[src/rtl/char_action_sequencer.sv]
// rtl/char_action_sequencer.sv - per-player action FSM: buttons to 4-bit character state, frame-timed attack phases
// Advances only on accepted frame ticks; attack requests are edge-captured every clk.
module char_action_sequencer #(
  parameter int ATK_START_FRAMES    = 5,
  parameter int ATK_ACTIVE_FRAMES   = 2,
  parameter int ATK_RECOVERY_FRAMES = 16,
  parameter int DIR_START_FRAMES    = 4,
  parameter int DIR_ACTIVE_FRAMES   = 3,
  parameter int DIR_RECOVERY_FRAMES = 15
) (
  input  logic       clk,
  input  logic       rst,
  input  logic       frame_tick,
  input  logic       freeze,
  input  logic       btn_left,
  input  logic       btn_right,
  input  logic       btn_attack,
  output logic [3:0] state,
  output logic [4:0] frame_cnt,
  output logic       attack_active,
  output logic       busy,
  output logic       state_upd
);

  typedef enum logic [3:0] {
    S_IDLE                = 4'd0,
    S_LEFT                = 4'd1,
    S_RIGHT               = 4'd2,
    S_ATTACK_START        = 4'd3,
    S_ATTACK_ACTIVE       = 4'd4,
    S_ATTACK_RECOVERY     = 4'd5,
    S_ATTACK_DIR_START    = 4'd6,
    S_ATTACK_DIR_ACTIVE   = 4'd7,
    S_ATTACK_DIR_RECOVERY = 4'd8
  } state_t;

  localparam logic [4:0] AS_LAST = 5'(ATK_START_FRAMES - 1);
  localparam logic [4:0] AA_LAST = 5'(ATK_ACTIVE_FRAMES - 1);
  localparam logic [4:0] AR_LAST = 5'(ATK_RECOVERY_FRAMES - 1);
  localparam logic [4:0] DS_LAST = 5'(DIR_START_FRAMES - 1);
  localparam logic [4:0] DA_LAST = 5'(DIR_ACTIVE_FRAMES - 1);
  localparam logic [4:0] DR_LAST = 5'(DIR_RECOVERY_FRAMES - 1);

  state_t     cur;
  state_t     nxt;
  state_t     phase_next;
  logic [4:0] phase_last;
  logic [4:0] cnt_nxt;
  logic       atk_q;
  logic       attack_pend;
  logic       pend_nxt;
  logic       atk_edge;
  logic       tick_ok;
  logic       move_state;
  logic       pend_eff;

  assign atk_edge   = btn_attack & ~atk_q;
  assign tick_ok    = frame_tick & ~freeze;
  assign move_state = (cur == S_IDLE) || (cur == S_LEFT) || (cur == S_RIGHT);
  // An edge in the same clk as the tick already counts toward that tick's decision.
  assign pend_eff   = attack_pend | (atk_edge & move_state);

  always_comb begin
    phase_last = '0;
    phase_next = S_IDLE;
    case (cur)
      S_ATTACK_START:        begin phase_last = AS_LAST; phase_next = S_ATTACK_ACTIVE;       end
      S_ATTACK_ACTIVE:       begin phase_last = AA_LAST; phase_next = S_ATTACK_RECOVERY;     end
      S_ATTACK_RECOVERY:     begin phase_last = AR_LAST; phase_next = S_IDLE;                end
      S_ATTACK_DIR_START:    begin phase_last = DS_LAST; phase_next = S_ATTACK_DIR_ACTIVE;   end
      S_ATTACK_DIR_ACTIVE:   begin phase_last = DA_LAST; phase_next = S_ATTACK_DIR_RECOVERY; end
      S_ATTACK_DIR_RECOVERY: begin phase_last = DR_LAST; phase_next = S_IDLE;                end
      default: ;
    endcase
  end

  always_comb begin
    nxt      = cur;
    cnt_nxt  = frame_cnt;
    pend_nxt = freeze ? 1'b0 : pend_eff;
    if (tick_ok) begin
      case (cur)
        S_IDLE, S_LEFT, S_RIGHT: begin
          cnt_nxt  = '0;
          pend_nxt = 1'b0;
          if (pend_eff)
            nxt = (btn_left ^ btn_right) ? S_ATTACK_DIR_START : S_ATTACK_START;
          else if (btn_left & ~btn_right)
            nxt = S_LEFT;
          else if (btn_right & ~btn_left)
            nxt = S_RIGHT;
          else
            nxt = S_IDLE;
        end
        S_ATTACK_START, S_ATTACK_ACTIVE, S_ATTACK_RECOVERY,
        S_ATTACK_DIR_START, S_ATTACK_DIR_ACTIVE, S_ATTACK_DIR_RECOVERY: begin
          if (frame_cnt == phase_last) begin
            nxt     = phase_next;
            cnt_nxt = '0;
          end else begin
            cnt_nxt = frame_cnt + 5'd1;
          end
        end
        default: begin
          nxt     = S_IDLE;
          cnt_nxt = '0;
        end
      endcase
    end
  end

  always_ff @(posedge clk or negedge rst) begin
    if (!rst) begin
      cur         <= S_IDLE;
      frame_cnt   <= '0;
      attack_pend <= 1'b0;
      atk_q       <= 1'b0;
      state_upd   <= 1'b0;
    end else begin
      cur         <= nxt;
      frame_cnt   <= cnt_nxt;
      attack_pend <= pend_nxt;
      atk_q       <= btn_attack;
      state_upd   <= tick_ok;
    end
  end

  assign state         = cur;
  assign busy          = (cur >= S_ATTACK_START) && (cur <= S_ATTACK_DIR_RECOVERY);
  assign attack_active = (cur == S_ATTACK_ACTIVE) || (cur == S_ATTACK_DIR_ACTIVE);

endmodule

[config.mk]
export PLATFORM = sky130hd
export DESIGN_NAME = char_action_sequencer
export DESIGN_NICKNAME = d
export VERILOG_FILES = /design/src/rtl/char_action_sequencer.sv
export SDC_FILE = /design/constraint.sdc
export NUM_CORES = 1
export LEC_CHECK = 0
export ABC_AREA = 1
export CAP_MARGIN = 20
export CORE_MARGIN = 2
export CORE_UTILIZATION = 30
export CTS_BUF_LIST = sky130_fd_sc_hd__clkbuf_2 sky130_fd_sc_hd__clkbuf_4 sky130_fd_sc_hd__clkbuf_8
export CTS_CLUSTER_SIZE = 8
export DETAILED_ROUTE_END_ITERATION = 12
export SLEW_MARGIN = 20
export SYNTH_ARGS = -nofsm -noshare
export SYNTH_HDL_FRONTEND = slang
export SYNTH_SLANG_ARGS = --single-unit
export TNS_END_PERCENT = 5
[constraint.sdc]
create_clock -name clk -period 1.6 [get_ports clk]
set_input_delay 0.4 -clock clk [delete_from_list [all_inputs] [get_ports clk]]
set_output_delay 0.4 -clock clk [all_outputs]
set_load 0.02 [all_outputs]
==> results of run 1 <==
repair_timing:
action | 4_1_cts | 5_1_grt
buffers inserted | 0 | 3
pin swaps | 1 | 7
resized for setup | 19 | 17
endpoints found under the setup margin | 12 | 12
cells in the mapped netlist:
| cell | n | area [um^2] |
|---|---|---|
| a21oi_1 | 4 | 20.0 |
| nand4_1 | 2 | 12.5 |
| nor2_2 | 2 | 12.5 |
| a21oi_2 | 1 | 8.76 |
| ha_1 | 3 | 37.5 |
| o22ai_1 | 1 | 6.26 |
| o21ai_1 | 1 | 5.00 |
| o21ai_0 | 2 | 10.0 |
| nand3_1 | 14 | 70.1 |
| nand2_4 | 2 | 22.5 |
| clkbuf_1 | 1 | 3.75 |
| xor2_1 | 3 | 26.3 |
| nand2_1 | 34 | 128 |
| nor2_1 | 6 | 22.5 |
| nor3_1 | 1 | 5.00 |
| nand3b_1 | 1 | 7.51 |
| inv_2 | 2 | 7.51 |
| dfrtp_1 | 12 | 300 |
| nand2_2 | 2 | 12.5 |
| inv_1 | 16 | 60.1 |
sequential cells by signal, indices dropped and copies added, names as in the netlist:
register	flops
attack_pend	1
frame_cnt	5
state_upd	1
atk_q	1
state	4
worst max-delay path, cell delays in order, from the launching register on:
cell and delay (ns):
dfrtp_2 0.45, nor2_1 0.14, nand2_1 0.09, inv_1 0.12, a21oi_4 0.05, buf_6 0.13
cell type report:
class	count	area, um^2	area share (%)
Clock buffer	4	36.3	2.92
Inverter	18	70.1	5.64
Multi-Input combinational cell	79	435	35.0
Sequential cell	12	302	24.3
Tap cell	30	37.5	3.02
Timing Repair Buffer	43	362	29.1
cell families after synthesis:
group,Yosys count,share of synthesized area (%)
xor+xnor,3,3.38
compound gates,9,6.43
fa+ha+maj,3,4.82
flops,12,38.6
simple gates,64,37.6
buf+inv,19,9.16
path summary, 6_finish.rpt:
| path | from | slack [ns] | to | cells after the start |
|---|---|---|---|---|
| setup / recovery | state[3] | -0.05 | busy | 5 |
| min in group clk | frame_cnt[0] | 0.54 | frame_cnt[0] | 2 |
| setup reg to reg | state[0] | 0.01 | frame_cnt[1] | 12 |
| hold reg to reg | frame_cnt[0] | 0.54 | frame_cnt[0] | 2 |
| max in group asynchronous | rst | 1.00 | state[3] | 2 |
| hold / removal | rst | 0.43 | frame_cnt[3] | 2 |
cell usage in the layout (no fill, tap or decap), drive strengths merged:
master	n
a21oi	5
buf	28
clkbuf	4
clkdlybuf4s15	1
clkdlybuf4s50	6
dfrtp	12
dlygate4sd2	8
ha	3
inv	18
nand2	38
nand3	14
nand3b	1
nand4	2
nor2	8
nor3	1
o21ai	3
o22ai	1
xor2	3
report_power, final:
group | total [W] | internal, W | switching (W)
clock network | 0.000240 | 0.000138 | 0.000102
registers | 0.000432 | 0.000363 | 0.0000690
logic | 0.00125 | 0.000581 | 0.000665
total | 0.00192 | 0.00108 | 0.000836
per-stage QoR:
step                instances  power, W  cell area, um^2  util (%)
finish                    186   0.00192             1240      50.2
global placement          179   0.00154             1160      46.7
floorplan                 110   0.00101              778         -
global route              186   0.00207             1240      50.2
detailed placement        179   0.00156             1160      46.7
CTS                       183   0.00178             1180      47.7
per-layer routing:
metal,up-vias,routed length (um)
li1,437,-
met1,406,916
met2,17,1080
met3,2,80
met4,0,10
met5,-,0
==> flow_results.org, run 1 <==
** Run status
- The flow ran to the end, but the final reports show violations.
- The final reports fail on negative setup slack.

** Timing
- After layout, the worst setup slack is -0.0516 ns.
- At the pin with the least slew margin, the transition time is 0.216 ns.
- The worst path uses 103% of the clock period.
- Headroom to the max-slew limit came out at 85.7%.
- Unrepaired setup endpoints after global routing :: true
- Hold timing on the final database bottoms out at a slack of 0.431 ns.
- Summed over all failing endpoints, the final setup total negative slack is -0.0782 ns.
- Count of final setup violators :: 2
- The max-slew violation count was 0.
- Layout Skew :: 0.00343 ns
- After layout, the minimum clock period comes to 1.65 ns.
- Endpoints failing hold :: 0
- Max Fclk :: 0.605 GHz

** Placed design
- Detailed placement ended at an HPWL of 1610 um.
- Quantity of I/O buffers inserted on ports :: 18
- Post-placement worst setup slack :: -0.290 ns
- Routability-driven placement finished with a final weighted congestion of 0.899.

** CTS
- Clock tree from TritonCTS :: built
- The root buffer cell chosen for the clock tree is clkbuf_4.
- In this run the number of H-tree levels came out at 1.
- Number of sinks handled by clock tree synthesis :: 12
- Clock-pin slew was measured on the worst setup and hold paths at 0.08 ns.
- Clk Latency, worst-skew pair :: 0.27 ns
- Longest Clk Path Bufs :: 2
- Hold Buf Count CTS :: 0
- Clock tree synthesis inserted a total of 3 buffers.

** Floorplan
- The floorplan step defined a die boundary enclosing 3020 um^2.
- The core region is 2480 um^2.
- Number of top-level pins :: 19
- Die boundary width :: 54.9 um
- Effective utilization at floorplan :: 31.4%
- In this run the core area contains 18 standard-cell rows.
- Die Ht :: 54.9 um

** Cells and area
- Relative to the synthesized area, the layout overhead comes to 59.6%.
- Final antenna diode count :: 0
- The layout has 263 filler cells.
- Ratio of cells with drive above 1 in the final layout :: 32.1%
- For this run, the post-layout net count is 167.

** Pwr
- Highest ir drop seen on vdd :: 0.814 mV
- For this design the ratio of total power to cell area is 1540 nW/um^2.
- Static leakage :: 0.698 nW

** Min path
- The tightest min-delay check is of the input port to async pin type.

** Synth
- After synthesis, the mean cell area works out to 7.07 um^2.
- Gate count of the mapped netlist :: 110
- Post-Syn Area :: 778 um^2
- Number of distinct library cells after synthesis :: 20
- Net count of the mapped netlist :: 120
- Sequential cell area fraction in the yosys report :: 38.6%
- Flip-flop and latch count after synthesis :: 12
- During synthesis, Yosys emitted a total of 0 warnings.

** Worst setup path
- Element type at the critical path end :: primary output
- The critical path is of the flip-flop to primary output type.
- Of all nets on the critical path, the largest fanout is 5.
- Startpoint type of the worst setup path :: flip-flop
- STA puts the critical path data arrival time at 1.25 ns.
- At the worst endpoint, the required time is 1.20 ns.

** Route
- The count of nets left with antenna violations once routing finished came out at 0.
- Vias post-DR :: 862
- Number of optimization iterations in the first detailed-route pass :: 4
- Mean number of vias per cell :: 4.63
- DRC violation total after the first TritonRoute iteration :: 15
- # DRC :: 0
- Average wire per cell in the routed design :: 11.2 um
- Total wirelength of the detailed-routed design :: 2090 um

** Global route
- Global routing consumed, on the met3 layer, 2.42% of the routing resources.
- First-pass GRT wire length :: 3450 um
- Summed over all layers, the global routing overflow is 0.
- Routing usage on met2 :: 29.6%
- The number of global-route vias before repair was 848.
- Global routing consumed, over all layers together, 15.9% of the routing resources.
- Global Route met1 Usage :: 19.1%
- Initial antenna violation count :: 0
- Entering global routing, the biggest net connects 13 pins.
- After global routing, the most crowded layer is met2.

** Run
- The tool flagged a number of max-cap violations equal to 0.
Note: power is estimated with default switching activity, not from simulation.
==> run 2: changes to the inputs <==
--- a/config.mk
+++ b/config.mk
@@ -6,7 +6,7 @@
 export NUM_CORES = 1
 export LEC_CHECK = 0
 export ABC_AREA = 1
-export CAP_MARGIN = 20
+export CAP_MARGIN = 25
 export CORE_MARGIN = 2
 export CORE_UTILIZATION = 30
 export CTS_BUF_LIST = sky130_fd_sc_hd__clkbuf_2 sky130_fd_sc_hd__clkbuf_4 sky130_fd_sc_hd__clkbuf_8
==> results of run 2 <==
No change in the layout: final DEF, timing and power equal those of run 1.
==> run 3: changes to the inputs <==
--- a/config.mk
+++ b/config.mk
@@ -6,7 +6,7 @@
 export NUM_CORES = 1
 export LEC_CHECK = 0
 export ABC_AREA = 1
-export CAP_MARGIN = 25
+export CAP_MARGIN = 20
 export CORE_MARGIN = 2
 export CORE_UTILIZATION = 30
 export CTS_BUF_LIST = sky130_fd_sc_hd__clkbuf_2 sky130_fd_sc_hd__clkbuf_4 sky130_fd_sc_hd__clkbuf_8
==> results of run 3 <==
No change in the layout: final DEF, timing and power equal those of run 1.
